===== src/rtl/wb_arb_pkg.sv =====
// wb_arb_pkg: shared definitions for the two-master Wishbone arbiter.
//   - Wishbone cycle-type (CTI) codes
//   - arbiter state encoding
//   - width of the bus watchdog counter
package wb_arb_pkg;

    // Wishbone registered-feedback cycle type identifiers
    localparam logic [2:0] CTI_CLASSIC = 3'b000;
    localparam logic [2:0] CTI_CONST   = 3'b001;
    localparam logic [2:0] CTI_INCR    = 3'b010;
    localparam logic [2:0] CTI_EOB     = 3'b111;

    // Arbiter ownership state
    typedef enum logic [1:0] {
        IDLE = 2'd0,
        GNT0 = 2'd1,
        GNT1 = 2'd2
    } arb_state_t;

    // Watchdog counter width; covers the full legal timeout range 2..65535
    localparam int WDOG_W = 16;

endpackage


===== src/rtl/wb_watchdog.sv =====
// wb_watchdog: bus stall watchdog.
//   clk_i, rst_i : clock, synchronous active-high reset
//   clr          : clear the counter this cycle
//   run          : a strobe is outstanding this cycle
//   expire       : one-cycle pulse when run has been held for 'timeout'
//                  consecutive uncleared cycles
// The counter wraps to zero on expiry, so a master that keeps its strobe
// up after the forced error gets another full timeout window.
module wb_watchdog
    import wb_arb_pkg::*;
#(
    parameter int timeout = 1024
) (
    input  logic clk_i,
    input  logic rst_i,
    input  logic clr,
    input  logic run,
    output logic expire
);

    localparam logic [WDOG_W-1:0] LIMIT = WDOG_W'(timeout - 1);

    logic [WDOG_W-1:0] count;

    // Expiry is combinational so the error lands in the same cycle the
    // count reaches its limit (the timeout-th strobe cycle).
    assign expire = run && (count == LIMIT);

    always_ff @(posedge clk_i) begin
        if (rst_i) begin
            count <= '0;
        end else if (clr || expire) begin
            count <= '0;
        end else if (run) begin
            count <= count + 1'b1;
        end
    end

endmodule


===== src/rtl/wb_arb2.sv =====
// wb_arb2: two-master, one-slave Wishbone arbiter.
//   clk_i, rst_i           : clock, synchronous active-high reset
//   m0_* / m1_*            : master ports (adr, dat, sel, we, cyc, stb, cti,
//                            lock in; dat, ack, err, rty out)
//   s_*                    : slave port (muxed master signals out, gated
//                            cyc/stb out; dat, ack, err, rty in)
//   dbg_state              : current arbiter state, for observation
// Grant is registered and round-robin at cycle boundaries; an owner keeps
// the bus while its cyc or lock is high, so bursts and locked sequences are
// never preempted. Slave terminations and read data pass combinationally.
//
// Handshake: a beat completes in any cycle where the owner's stb is high on
// the slave port and the slave raises exactly one of ack/err/rty; the
// arbiter adds no wait state to that path, and terminations go only to the
// current owner.
module wb_arb2
    import wb_arb_pkg::*;
#(
    parameter int adr_width = 32,
    parameter int dat_width = 32,
    parameter int timeout   = 1024
) (
    input  logic                   clk_i,
    input  logic                   rst_i,

    input  logic [adr_width-1:0]   m0_adr_i,
    input  logic [dat_width-1:0]   m0_dat_i,
    output logic [dat_width-1:0]   m0_dat_o,
    input  logic [dat_width/8-1:0] m0_sel_i,
    input  logic                   m0_we_i,
    input  logic                   m0_cyc_i,
    input  logic                   m0_stb_i,
    input  logic [2:0]             m0_cti_i,
    input  logic                   m0_lock_i,
    output logic                   m0_ack_o,
    output logic                   m0_err_o,
    output logic                   m0_rty_o,

    input  logic [adr_width-1:0]   m1_adr_i,
    input  logic [dat_width-1:0]   m1_dat_i,
    output logic [dat_width-1:0]   m1_dat_o,
    input  logic [dat_width/8-1:0] m1_sel_i,
    input  logic                   m1_we_i,
    input  logic                   m1_cyc_i,
    input  logic                   m1_stb_i,
    input  logic [2:0]             m1_cti_i,
    input  logic                   m1_lock_i,
    output logic                   m1_ack_o,
    output logic                   m1_err_o,
    output logic                   m1_rty_o,

    output logic [adr_width-1:0]   s_adr_o,
    output logic [dat_width-1:0]   s_dat_o,
    output logic [dat_width/8-1:0] s_sel_o,
    output logic                   s_we_o,
    output logic [2:0]             s_cti_o,
    output logic                   s_lock_o,
    output logic                   s_cyc_o,
    output logic                   s_stb_o,
    input  logic [dat_width-1:0]   s_dat_i,
    input  logic                   s_ack_i,
    input  logic                   s_err_i,
    input  logic                   s_rty_i,

    output arb_state_t             dbg_state
);

    arb_state_t state;
    arb_state_t state_next;
    logic       last;        // master granted most recently (tie-breaker)
    logic       own0;
    logic       own1;
    logic       owner_cyc;
    logic       owner_stb;
    logic       expire;
    logic       wd_clr;
    logic       s_term;

    assign own0      = (state == GNT0);
    assign own1      = (state == GNT1);
    assign dbg_state = state;

    // ------------------------------------------------------------------
    // Next-state decision
    // ------------------------------------------------------------------
    always_comb begin
        state_next = state;
        case (state)
            IDLE: begin
                if (m0_cyc_i && m1_cyc_i) begin
                    state_next = last ? GNT0 : GNT1;
                end else if (m0_cyc_i) begin
                    state_next = GNT0;
                end else if (m1_cyc_i) begin
                    state_next = GNT1;
                end
            end
            GNT0: begin
                // lock bridges the one-cycle cyc gap between locked cycles
                if (!m0_cyc_i && !m0_lock_i) begin
                    state_next = m1_cyc_i ? GNT1 : IDLE;
                end
            end
            GNT1: begin
                if (!m1_cyc_i && !m1_lock_i) begin
                    state_next = m0_cyc_i ? GNT0 : IDLE;
                end
            end
            default: state_next = IDLE;
        endcase
    end

    always_ff @(posedge clk_i) begin
        if (rst_i) begin
            state <= IDLE;
            last  <= 1'b1;
        end else begin
            state <= state_next;
            if (state != GNT0 && state_next == GNT0) begin
                last <= 1'b0;
            end else if (state != GNT1 && state_next == GNT1) begin
                last <= 1'b1;
            end
        end
    end

    // ------------------------------------------------------------------
    // Master -> slave muxes (m0 selected whenever m1 is not the owner)
    // ------------------------------------------------------------------
    assign s_adr_o  = own1 ? m1_adr_i  : m0_adr_i;
    assign s_dat_o  = own1 ? m1_dat_i  : m0_dat_i;
    assign s_sel_o  = own1 ? m1_sel_i  : m0_sel_i;
    assign s_we_o   = own1 ? m1_we_i   : m0_we_i;
    assign s_cti_o  = own1 ? m1_cti_i  : m0_cti_i;
    assign s_lock_o = own1 ? m1_lock_i : m0_lock_i;

    assign owner_cyc = (own0 && m0_cyc_i) || (own1 && m1_cyc_i);
    assign owner_stb = (own0 && m0_stb_i) || (own1 && m1_stb_i);

    // The watchdog expiry pulls cyc/stb down for that cycle so the slave
    // sees the stalled access abandoned.
    assign s_cyc_o = owner_cyc && !expire;
    assign s_stb_o = owner_stb && !expire;

    // ------------------------------------------------------------------
    // Watchdog
    // ------------------------------------------------------------------
    assign s_term = s_ack_i || s_err_i || s_rty_i;
    // Run on the owner's raw strobe: using the gated s_stb_o would make
    // the expiry cycle clear itself.
    assign wd_clr = (state_next != state) || s_term || !owner_stb;

    wb_watchdog #(
        .timeout(timeout)
    ) u_watchdog (
        .clk_i (clk_i),
        .rst_i (rst_i),
        .clr   (wd_clr),
        .run   (owner_stb),
        .expire(expire)
    );

    // ------------------------------------------------------------------
    // Slave -> master routing. Terminations reach the owner only; during
    // a reset cycle they are suppressed so an aborted transfer never
    // completes. An expiry overrides any slave ack/rty in the same cycle.
    // ------------------------------------------------------------------
    assign m0_dat_o = s_dat_i;
    assign m1_dat_o = s_dat_i;

    assign m0_ack_o = !rst_i && own0 && s_ack_i && !expire;
    assign m0_rty_o = !rst_i && own0 && s_rty_i && !expire;
    assign m0_err_o = !rst_i && own0 && (s_err_i || expire);

    assign m1_ack_o = !rst_i && own1 && s_ack_i && !expire;
    assign m1_rty_o = !rst_i && own1 && s_rty_i && !expire;
    assign m1_err_o = !rst_i && own1 && (s_err_i || expire);

endmodule

===== config.mk =====
export PLATFORM = sky130hd
export DESIGN_NAME = wb_arb2
export DESIGN_NICKNAME = d
export VERILOG_FILES = /design/src/rtl/wb_arb_pkg.sv /design/src/rtl/wb_watchdog.sv /design/src/rtl/wb_arb2.sv
export SDC_FILE = /design/constraint.sdc
export NUM_CORES = 1
export LEC_CHECK = 0
export ABC_AREA = 0
export CORE_AREA = 4 4 127 129
export DETAILED_ROUTE_END_ITERATION = 8
export DIE_AREA = 0 0 131 133
export GPL_TIMING_DRIVEN = 0
export PLACE_DENSITY = 0.67
export SETUP_SLACK_MARGIN = 0.3
export SLEW_MARGIN = 10
export SYNTH_ARGS = -nofsm -noshare
export SYNTH_HDL_FRONTEND = slang
export SYNTH_SLANG_ARGS = --single-unit

===== constraint.sdc =====
create_clock -name clk_i -period 2.4 [get_ports clk_i]
set_input_delay 0.48 -clock clk_i [delete_from_list [all_inputs] [get_ports clk_i]]
set_output_delay 0.48 -clock clk_i [all_outputs]
set_load 0.05 [all_outputs]

==> results.sh, run 1 <==
export IMPL_outcome="complete, no violations"
export IMPL_clk_pin_slew_ns=0.05
export IMPL_dieArea_um2=17400
export IMPL_netlist_instances=437
export IMPL_power_switching_w=0.00122
export IMPL_post_route_util_pct=41.4
export IMPL_p_leak_nw=2.78
export IMPL_io_buffer_count=301
export IMPL_critPathRequiredTime_ns=1.92
export IMPL_synth_edff_count=0
export IMPL_dp_hpwl_um=12800
export IMPL_reg2reg_depth=7
export IMPL_yosysSeqAreaShare_pct=15.0
export IMPL_grt_pass1_vias=3722
export IMPL_slowest_stage="a211o_4"
export IMPL_cp_max_fo=6
export IMPL_track_usage_pct=15.8
export IMPL_syn2layout_area_growth_pct=145
export IMPL_drive_gt1_share_pct=36.6
export IMPL_finalHoldWorstSlack_ns=0.478
export IMPL_setup_ws_ns=0.141
export IMPL_crit_chain="buf_6 > nand3b_1 > a211o_4 > nor2_4 > buf_6 > o21a_4 > buf_8"
export IMPL_crit_top_cell="buf_6"
export IMPL_start_kind="register"
export IMPL_wirelength_um=15200
export IMPL_final_setup_viol_count=0
export IMPL_ant_nets=0
export IMPL_grt_max_degree=11
export IMPL_min_path_type="reg -> reg"
export IMPL_fp_coreArea_um2=15000
export IMPL_place_gp_congestion=0.809
export IMPL_grt_pass1_wl_um=21700
export IMPL_cts_htree_levels=1
export IMPL_fmax_mhz=443
export IMPL_pre_cts_ws_ns=-0.840
export IMPL_drc=0
export IMPL_via_count=3778
export IMPL_avgSynthCellArea_um2=5.81
export IMPL_finalHoldViolCount=0
export IMPL_overflow=0
export IMPL_r2r_slack_ns=0.56
export IMPL_p_comb_share_pct=73.2
export IMPL_root_buffer="clkbuf_16"
export IMPL_holdPathStages=2
export IMPL_ys_ff_latch=19
export IMPL_rsz0062_at_grt="true"
export IMPL_vias_per_cell=4.00
export IMPL_p_per_area_nw_per_um2=397
export IMPL_clock_path_buffers=2
export IMPL_worst_setup_path_type="reg -> out"
export IMPL_nets=945
export IMPL_drtIter0Drc=120
export IMPL_crit_arrival_ns=1.78
export IMPL_tns_ns=0
export IMPL_numCtsBuffers=3
export IMPL_skew_ns=0.00405
export IMPL_pwr_share_seq_pct=13.2
export IMPL_rows=45
export IMPL_cts_sinks=19
export IMPL_synth_cell_area_um2=2540
export IMPL_ys_flop_type="dfxtp_1"
export IMPL_worstMarginPinSlew_ns=0.519
export IMPL_synth_warnings=0
export IMPL_final_period_utilization_pct=94.1
export IMPL_async_flop_share_pct=0
export IMPL_antenna_found_initial=0
export IMPL_min_period_ns=2.26
export IMPL_die_width_um=131
export IMPL_total_power_w=0.00247
export IMPL_cts_tree="done"
export IMPL_diodes=0
export IMPL_syn_nets=625
export IMPL_dr_pass1_iters=4
export IMPL_cts_hold_buf=0
export IMPL_swShare_pct=49.2
export IMPL_die_height_um=133
export IMPL_relSlewSlack_pct=65.3
export IMPL_synth_cell_types=37
export IMPL_start_util_pct=16.9
export IMPL_clk_latency_ns=0.25
export IMPL_clockPowerShare_pct=13.6
export IMPL_report_final_slew_viol_count=0
export IMPL_max_cap_violations=0
export IMPL_cp_end_kind="output port"
export IMPL_num_fill_cells=1583
export IMPL_vdd_drop_max_mv=0.196
export IMPL_critPathMaxStageDelay_ns=0.38
export IMPL_internal_power_w=0.00126
export IMPL_num_io_pins=334
export IMPL_routedWlPerCell_um=16.1
## layer usage
layer	vias to the layer above	part of all wire, %	track usage [%]
li1	1974	-	-
met1	1665	40	19.9
met2	135	50	27.9
met3	4	9.7	4.12
met4	0	0.45	1.60
met5	-	0	0
## logic make-up after synthesis
logic type | synth area share (%)
AND/OR/NAND/NOR | 46.7
buffers and inverters | 23.3
AO/OA/AOI/OAI | 11.0
flip-flops | 15.0
XOR/XNOR | 3.11
multiplexers | 0.394
adder cells (fa/ha/maj) | 0.493
## registers in the layout (all words and copies together) (netlist names)
| signal | flops |
|---|---|
| dbg_state | 2 |
| u_watchdog.count | 16 |
| last | 1 |
## area by class of cell
type                    instances  area, um^2  share of cell area (%)
well taps                     188         235                    3.78
flip-flops and latches         19         394                    6.33
multi-input cells             328        1850                    29.6
clock buffers                   4        78.8                    1.27
plain buffers                  87         689                    11.1
repair buffers                315        2970                    47.8
inverters                       3        11.3                   0.181
## power groups by stage
stage | clock network, W | logic (W) | registers [W]
after floorplan | 0 | 0.00107 | 0.000342
after global placement | 0 | 0.00182 | 0.000332
after detailed placement | 0 | 0.00182 | 0.000332
after CTS | 0.000344 | 0.00182 | 0.000326
after global routing | 0.000358 | 0.00190 | 0.000326
final | 0.000337 | 0.00181 | 0.000325
## cells in the mapped netlist, types with 2 or more instances
cell / instances / area (um^2)
buf_2: 5 / 25.0
o21ai_0: 6 / 30.0
a21oi_1: 6 / 30.0
nand2_1: 229 / 860
xnor2_1: 9 / 78.8
buf_1: 4 / 15.0
a211oi_1: 9 / 67.6
dfxtp_1: 19 / 380
nor2_1: 8 / 30.0
a2111oi_2: 4 / 60.1
and4_1: 2 / 17.5
inv_1: 3 / 11.3
nand4_1: 3 / 18.8
clkbuf_1: 12 / 45.0
nor3_1: 13 / 65.1
o21a_1: 3 / 22.5
nor2b_1: 4 / 25.0
nand2b_1: 5 / 31.3
or3_1: 4 / 25.0
a211o_1: 2 / 17.5
buf_4: 66 / 495
nand3_1: 6 / 30.0
## placed cells by master, fill, tap and decap left out, types with 2 or more instances in the layout
cell type	count
a2111oi_2	4
a211oi_1	9
a21oi_1	5
and4_1	2
buf_2	5
buf_4	145
buf_6	13
buf_8	4
clkbuf_16	3
clkbuf_2	3
clkbuf_4	7
clkbuf_8	4
clkdlybuf4s50_1	218
dfxtp_1	12
dfxtp_2	5
dfxtp_4	2
inv_1	3
nand2_1	168
nand2_2	60
nand2b_1	4
nand3_1	5
nand3_4	2
nand4_1	3
nor2_1	6
nor2b_1	3
nor3_1	9
nor3_4	4
o21a_4	2
o21ai_0	6
or3_1	4
xnor2_1	9
## critical path, delay by kind of cell (launching register included)
kind	cells	cell delay (ns)
buffers and inverters	3	0.38
AO/OA/AOI/OAI	2	0.50
AND/OR/NAND/NOR	2	0.31
flip-flops	1	0.35
## worst paths after layout
path | from | to
max | dbg_state[0] | m1_err_o
min | last | last
max reg2reg | dbg_state[0] | u_watchdog.count[11]
min reg2reg | last | last
## repair_timing
action	CTS	global route
resized for setup	537	17
endpoints found under the setup margin	91	88
pin swaps	9	4
setup buffers	11	3
endpoints found under the hold margin	0	0
## metrics by stage
| stage | std cells | instance area (um^2) |
|---|---|---|
| after floorplan | 437 | 2760 |
| after CTS | 941 | 6160 |
| final | 944 | 6230 |
| after global routing | 944 | 6230 |
| after detailed placement | 926 | 6000 |
| after global placement | 926 | 6000 |
Power figures use the tool's default switching activity.
==> run 2: changes to the inputs <==
Settings changed: CORE_AREA 4 4 127 129 to 4 4 126 128, DIE_AREA 0 0 131 133 to 0 0 130 132, PLACE_DENSITY 0.67 to 0.68.
Clock period 2.4 ns to 2.8 ns, I/O delays scaled along.
==> results.sh, run 2 (synthesis gave the netlist of run 1 again) <==
export IMPL_start_kind="register"
export IMPL_setup_ws_ns=0.322
export IMPL_via_count=3765
export IMPL_top_register="u_watchdog.count"
export IMPL_internal_power_w=0.000989
export IMPL_nets=935
export IMPL_holdPathStages=2
export IMPL_power_switching_w=0.00102
export IMPL_grt_pass1_wl_um=20600
export IMPL_finalHoldWorstSlack_ns=0.462
export IMPL_pwr_share_seq_pct=13.9
export IMPL_p_comb_share_pct=70.9
export IMPL_total_power_w=0.00201
export IMPL_cts_htree_levels=1
export IMPL_hp_start="last"
export IMPL_min_path_type="reg -> reg"
export IMPL_largest_reg_flops=16
export IMPL_vdd_drop_max_mv=0.191
export IMPL_holdPathEnd="last"
export IMPL_report_final_slew_viol_count=0
export IMPL_numCtsBuffers=3
export IMPL_critPathRequiredTime_ns=2.24
export IMPL_cts_sinks=19
export IMPL_clock_path_buffers=2
export IMPL_io_buffer_count=301
export IMPL_cts_hold_buf=0
export IMPL_worstMarginPinSlew_ns=0.532
export IMPL_ant_nets=0
export IMPL_dieArea_um2=17200
export IMPL_final_cell_mix="nand2_1, clkdlybuf4s50_1, buf_4"
export IMPL_num_fill_cells=1600
export IMPL_die_height_um=132
export IMPL_clk_latency_ns=0.26
export IMPL_r2r_slack_ns=0.93
export IMPL_p_leak_nw=2.63
export IMPL_final_setup_viol_count=0
export IMPL_finalHoldViolCount=0
export IMPL_grt_max_degree=13
export IMPL_outcome="complete, no violations"
export IMPL_clk_pin_slew_ns=0.06
export IMPL_multi_input_comb_area_um2=1640
export IMPL_place_area_um2=5820
export IMPL_place_gp_congestion=0.864
export IMPL_antenna_found_initial=1
export IMPL_cts_tree="done"
export IMPL_finish_instance_area_um2=5770
export IMPL_overflow=0
export IMPL_worst_setup_path_type="reg -> out"
export IMPL_post_route_util_pct=38.8
export IMPL_rows=45
export IMPL_drive_gt1_share_pct=27.1
export IMPL_layout_commonest_cell="nand2_1"
export IMPL_dr_pass1_iters=4
export IMPL_diodes=0
export IMPL_vias_per_cell=4.03
export IMPL_fmax_mhz=403
export IMPL_reg2reg_depth=6
export IMPL_cp_max_fo=10
export IMPL_start_util_pct=17.1
export IMPL_r2r_start="u_watchdog.count[0]"
export IMPL_timing_rr_end="u_watchdog.count[12]"
export IMPL_rsz0062_at_grt="true"
export IMPL_register_area_um2=384
export IMPL_swShare_pct=50.8
export IMPL_pre_cts_ws_ns=-0.770
export IMPL_cp_end_kind="output port"
export IMPL_max_cap_violations=0
export IMPL_grt_pass1_vias=3687
export IMPL_min_period_ns=2.48
export IMPL_num_io_pins=334
export IMPL_clockPowerShare_pct=15.2
export IMPL_track_usage_pct=15.3
export IMPL_skew_ns=0.00407
export IMPL_final_period_utilization_pct=88.5
export IMPL_die_width_um=130
export IMPL_p_per_area_nw_per_um2=348
export IMPL_routedWlPerCell_um=15.5
export IMPL_drtIter0Drc=128
export IMPL_drc=0
export IMPL_root_buffer="clkbuf_16"
export IMPL_wirelength_um=14500
export IMPL_crit_arrival_ns=1.92
export IMPL_syn2layout_area_growth_pct=127
export IMPL_dp_hpwl_um=12400
export IMPL_relSlewSlack_pct=64.4
export IMPL_fp_coreArea_um2=14900
[run 2: what timing repair did]
item / CTS / global route
setup buffers: 4 / 0
gates resized for setup: 412 / 21
endpoints found under the setup margin: 81 / 80
pin swaps: 4 / 1
[run 2: worst max-delay path by stage]
stage	startpoint	endpoint	cells past startpoint
2_1_floorplan	dbg_state[0]	s_adr_o[27]	6
3_3_place_gp	m0_stb_i	m1_err_o	6
3_5_place_dp	m0_stb_i	m0_err_o	6
4_1_cts	dbg_state[0]	s_adr_o[12]	6
5_1_grt	dbg_state[1]	s_adr_o[12]	7
6_report	dbg_state[1]	s_adr_o[12]	7
[run 2: power by group through the flow]
stage	Combinational (W)	Clock [W]	Sequential, W
detailed placement	0.00151	0	0.000284
global placement	0.00151	0	0.000284
floorplan	0.000868	0	0.000293
CTS	0.00143	0.000308	0.000278
finish	0.00143	0.000306	0.000278
global route	0.00150	0.000320	0.000279
[run 2: layer usage]
| layer | up-vias | global-route usage [%] | share of wire, % |
|---|---|---|---|
| met3 | 18 | 5.31 | 11 |
| met5 | - | 0 | 0.14 |
| li1 | 1957 | - | - |
| met1 | 1592 | 17.7 | 39 |
| met2 | 196 | 27.0 | 48 |
| met4 | 2 | 3.41 | 2.1 |
[run 2: critical path, cell delays in order (launching register included)]
cell,delay [ns]
dfxtp_2,0.35
buf_4,0.19
nor2b_2,0.20
buf_6,0.19
clkbuf_4,0.23
nand2_1,0.07
nand2_1,0.06
clkdlybuf4s18_2,0.37
[run 2: cell type report]
type,count,share of cell area [%]
well taps,188,4.08
flip-flops and latches,19,6.66
clock inverters,1,0.130
clock buffers,3,1.30
plain buffers,87,11.0
repair buffers,305,48.3
inverters,3,0.195
multi-input cells,328,28.4
[run 2: through the flow]
step                instances  TNS, ns
detailed placement        926   -36.42
global route              934        0
floorplan                 437        0
global placement          926   -36.96
CTS                       934        0
finish                    934        0
==> run 3: changes to the inputs <==
Clock period 2.8 ns to 3 ns, I/O delays scaled along.
==> results.sh, run 3 (synthesis gave the netlist of run 1 again) <==
export IMPL_outcome="complete, no violations"
export IMPL_worst_setup_path_type="reg -> out"
export IMPL_p_leak_nw=2.64
export IMPL_cp_end_kind="output port"
export IMPL_diodes=0
export IMPL_vias_per_cell=3.99
export IMPL_total_power_w=0.00188
export IMPL_top_usage_layer="met2"
export IMPL_dr_pass1_iters=4
export IMPL_num_fill_cells=1640
export IMPL_largest_reg_flops=16
export IMPL_wirelength_um=15100
export IMPL_timing_rr_end="u_watchdog.count[12]"
export IMPL_dp_hpwl_um=12900
export IMPL_cts_htree_levels=1
export IMPL_top_register="u_watchdog.count"
export IMPL_critPathRequiredTime_ns=2.40
export IMPL_final_setup_viol_count=0
export IMPL_num_io_pins=334
export IMPL_min_period_ns=2.60
export IMPL_start_kind="register"
export IMPL_finalHoldViolCount=0
export IMPL_report_final_slew_viol_count=0
export IMPL_vdd_drop_max_mv=0.321
export IMPL_rsz0062_at_grt="true"
export IMPL_drc=0
export IMPL_die_width_um=130
export IMPL_crit_chain="buf_4 > nor2b_1 > clkbuf_4 > clkbuf_4 > nand2_1 > nand2_1 > clkdlybuf4s18_2"
export IMPL_r2r_slack_ns=1.08
export IMPL_dieArea_um2=17200
export IMPL_slowest_stage="dfxtp_1"
export IMPL_use_met3_pct=9.24
export IMPL_grt_max_degree=13
export IMPL_multi_input_comb_area_um2=1590
export IMPL_worstMarginPinSlew_ns=0.594
export IMPL_layout_commonest_cell="nand2_1"
export IMPL_io_buffer_count=301
export IMPL_grt_pass1_wl_um=21400
export IMPL_grt_use_met2_pct=27.1
export IMPL_cp_max_fo=10
export IMPL_drive_gt1_share_pct=24.6
export IMPL_fp_coreArea_um2=14900
export IMPL_root_buffer="clkbuf_16"
export IMPL_register_area_um2=380
export IMPL_relSlewSlack_pct=60.3
export IMPL_grtUsageMet1_pct=18.3
export IMPL_routedWlPerCell_um=16.1
export IMPL_final_cell_mix="nand2_1, clkdlybuf4s50_1, buf_4"
export IMPL_antenna_found_initial=0
export IMPL_rows=45
export IMPL_ant_nets=0
export IMPL_r2r_start="u_watchdog.count[0]"
export IMPL_grt_pass1_vias=3617
export IMPL_max_cap_violations=0
export IMPL_syn2layout_area_growth_pct=125
export IMPL_critPathMaxStageDelay_ns=0.39
export IMPL_holdPathStages=2
export IMPL_min_path_type="reg -> reg"
export IMPL_p_per_area_nw_per_um2=329
export IMPL_skew_ns=0.00464
export IMPL_cts_hold_buf=0
export IMPL_nets=936
export IMPL_place_gp_congestion=0.806
export IMPL_track_usage_pct=16.1
export IMPL_final_period_utilization_pct=86.8
export IMPL_clock_path_buffers=2
export IMPL_crit_arrival_ns=2.00
export IMPL_via_count=3734
export IMPL_numCtsBuffers=3
export IMPL_die_height_um=132
export IMPL_clk_pin_slew_ns=0.05
export IMPL_cts_tree="done"
export IMPL_hp_start="last"
export IMPL_start_util_pct=17.1
export IMPL_drtIter0Drc=103
export IMPL_finalHoldWorstSlack_ns=0.462
export IMPL_finish_instance_area_um2=5720
export IMPL_holdPathEnd="last"
export IMPL_reg2reg_depth=6
export IMPL_tns_ns=0
export IMPL_overflow=0
export IMPL_place_area_um2=5790
export IMPL_clk_latency_ns=0.25
export IMPL_cts_sinks=19
export IMPL_fmax_mhz=384
==> run 3: where the power goes <==
group          switching [W]  leakage, nW  internal, W
clock               0.000100       0.0371     0.000180
sequential        0.00000292        0.154     0.000256
combinational       0.000852         2.45     0.000489
total               0.000956         2.64     0.000925
==> run 3: cell type report <==
| cell class | instances | area share (%) |
|---|---|---|
| timing repair buffer | 306 | 49.0 |
| multi-input combinational | 328 | 27.8 |
| buffer | 87 | 10.8 |
| sequential | 19 | 6.65 |
| tap | 188 | 4.11 |
| clock buffer | 3 | 1.31 |
| inverter | 3 | 0.197 |
| clock inverter | 1 | 0.131 |
==> run 3: worst max path at each step <==
stage	startpoint	to	cells past startpoint	slack, ns
after detailed placement	m0_stb_i	m0_err_o	6	-0.60
after global routing	dbg_state[1]	s_sel_o[0]	7	0.20
after CTS	m1_stb_i	m1_err_o	7	0.26
after floorplan	dbg_state[0]	m0_ack_o	5	0.01
final	dbg_state[1]	s_sel_o[0]	7	0.40
after global placement	m0_stb_i	m0_err_o	6	-0.60
==> run 3: worst max-delay path, delay by kind of cell (launching register included) <==
kind                   cells  cell delay, ns
DFF                        1            0.39
and+or+nand+nor            3            0.31
buffers and inverters      4            1.04
==> run 3: metal layers <==
| metal | up-vias | routed length (um) |
|---|---|---|
| li1 | 1957 | - |
| met4 | 0 | 77 |
| met2 | 158 | 7040 |
| met3 | 6 | 2260 |
| met5 | - | 0 |
| met1 | 1613 | 5690 |
==> run 3: through the flow <==
step                util, %  worst slack (ns)  instances
finish                 38.5             0.397        935
global route           38.5             0.198        935
CTS                    39.8             0.256        934
detailed placement     38.9            -0.604        926
global placement       38.9            -0.599        926
floorplan                 -            0.0131        437
==> run 3: timing repair <==
| item | CTS | global route |
|---|---|---|
| gates resized for setup | 307 | 135 |
| setup endpoints to repair | 81 | 75 |
| buffers inserted | 4 | 1 |
| pin swaps | 2 | 2 |
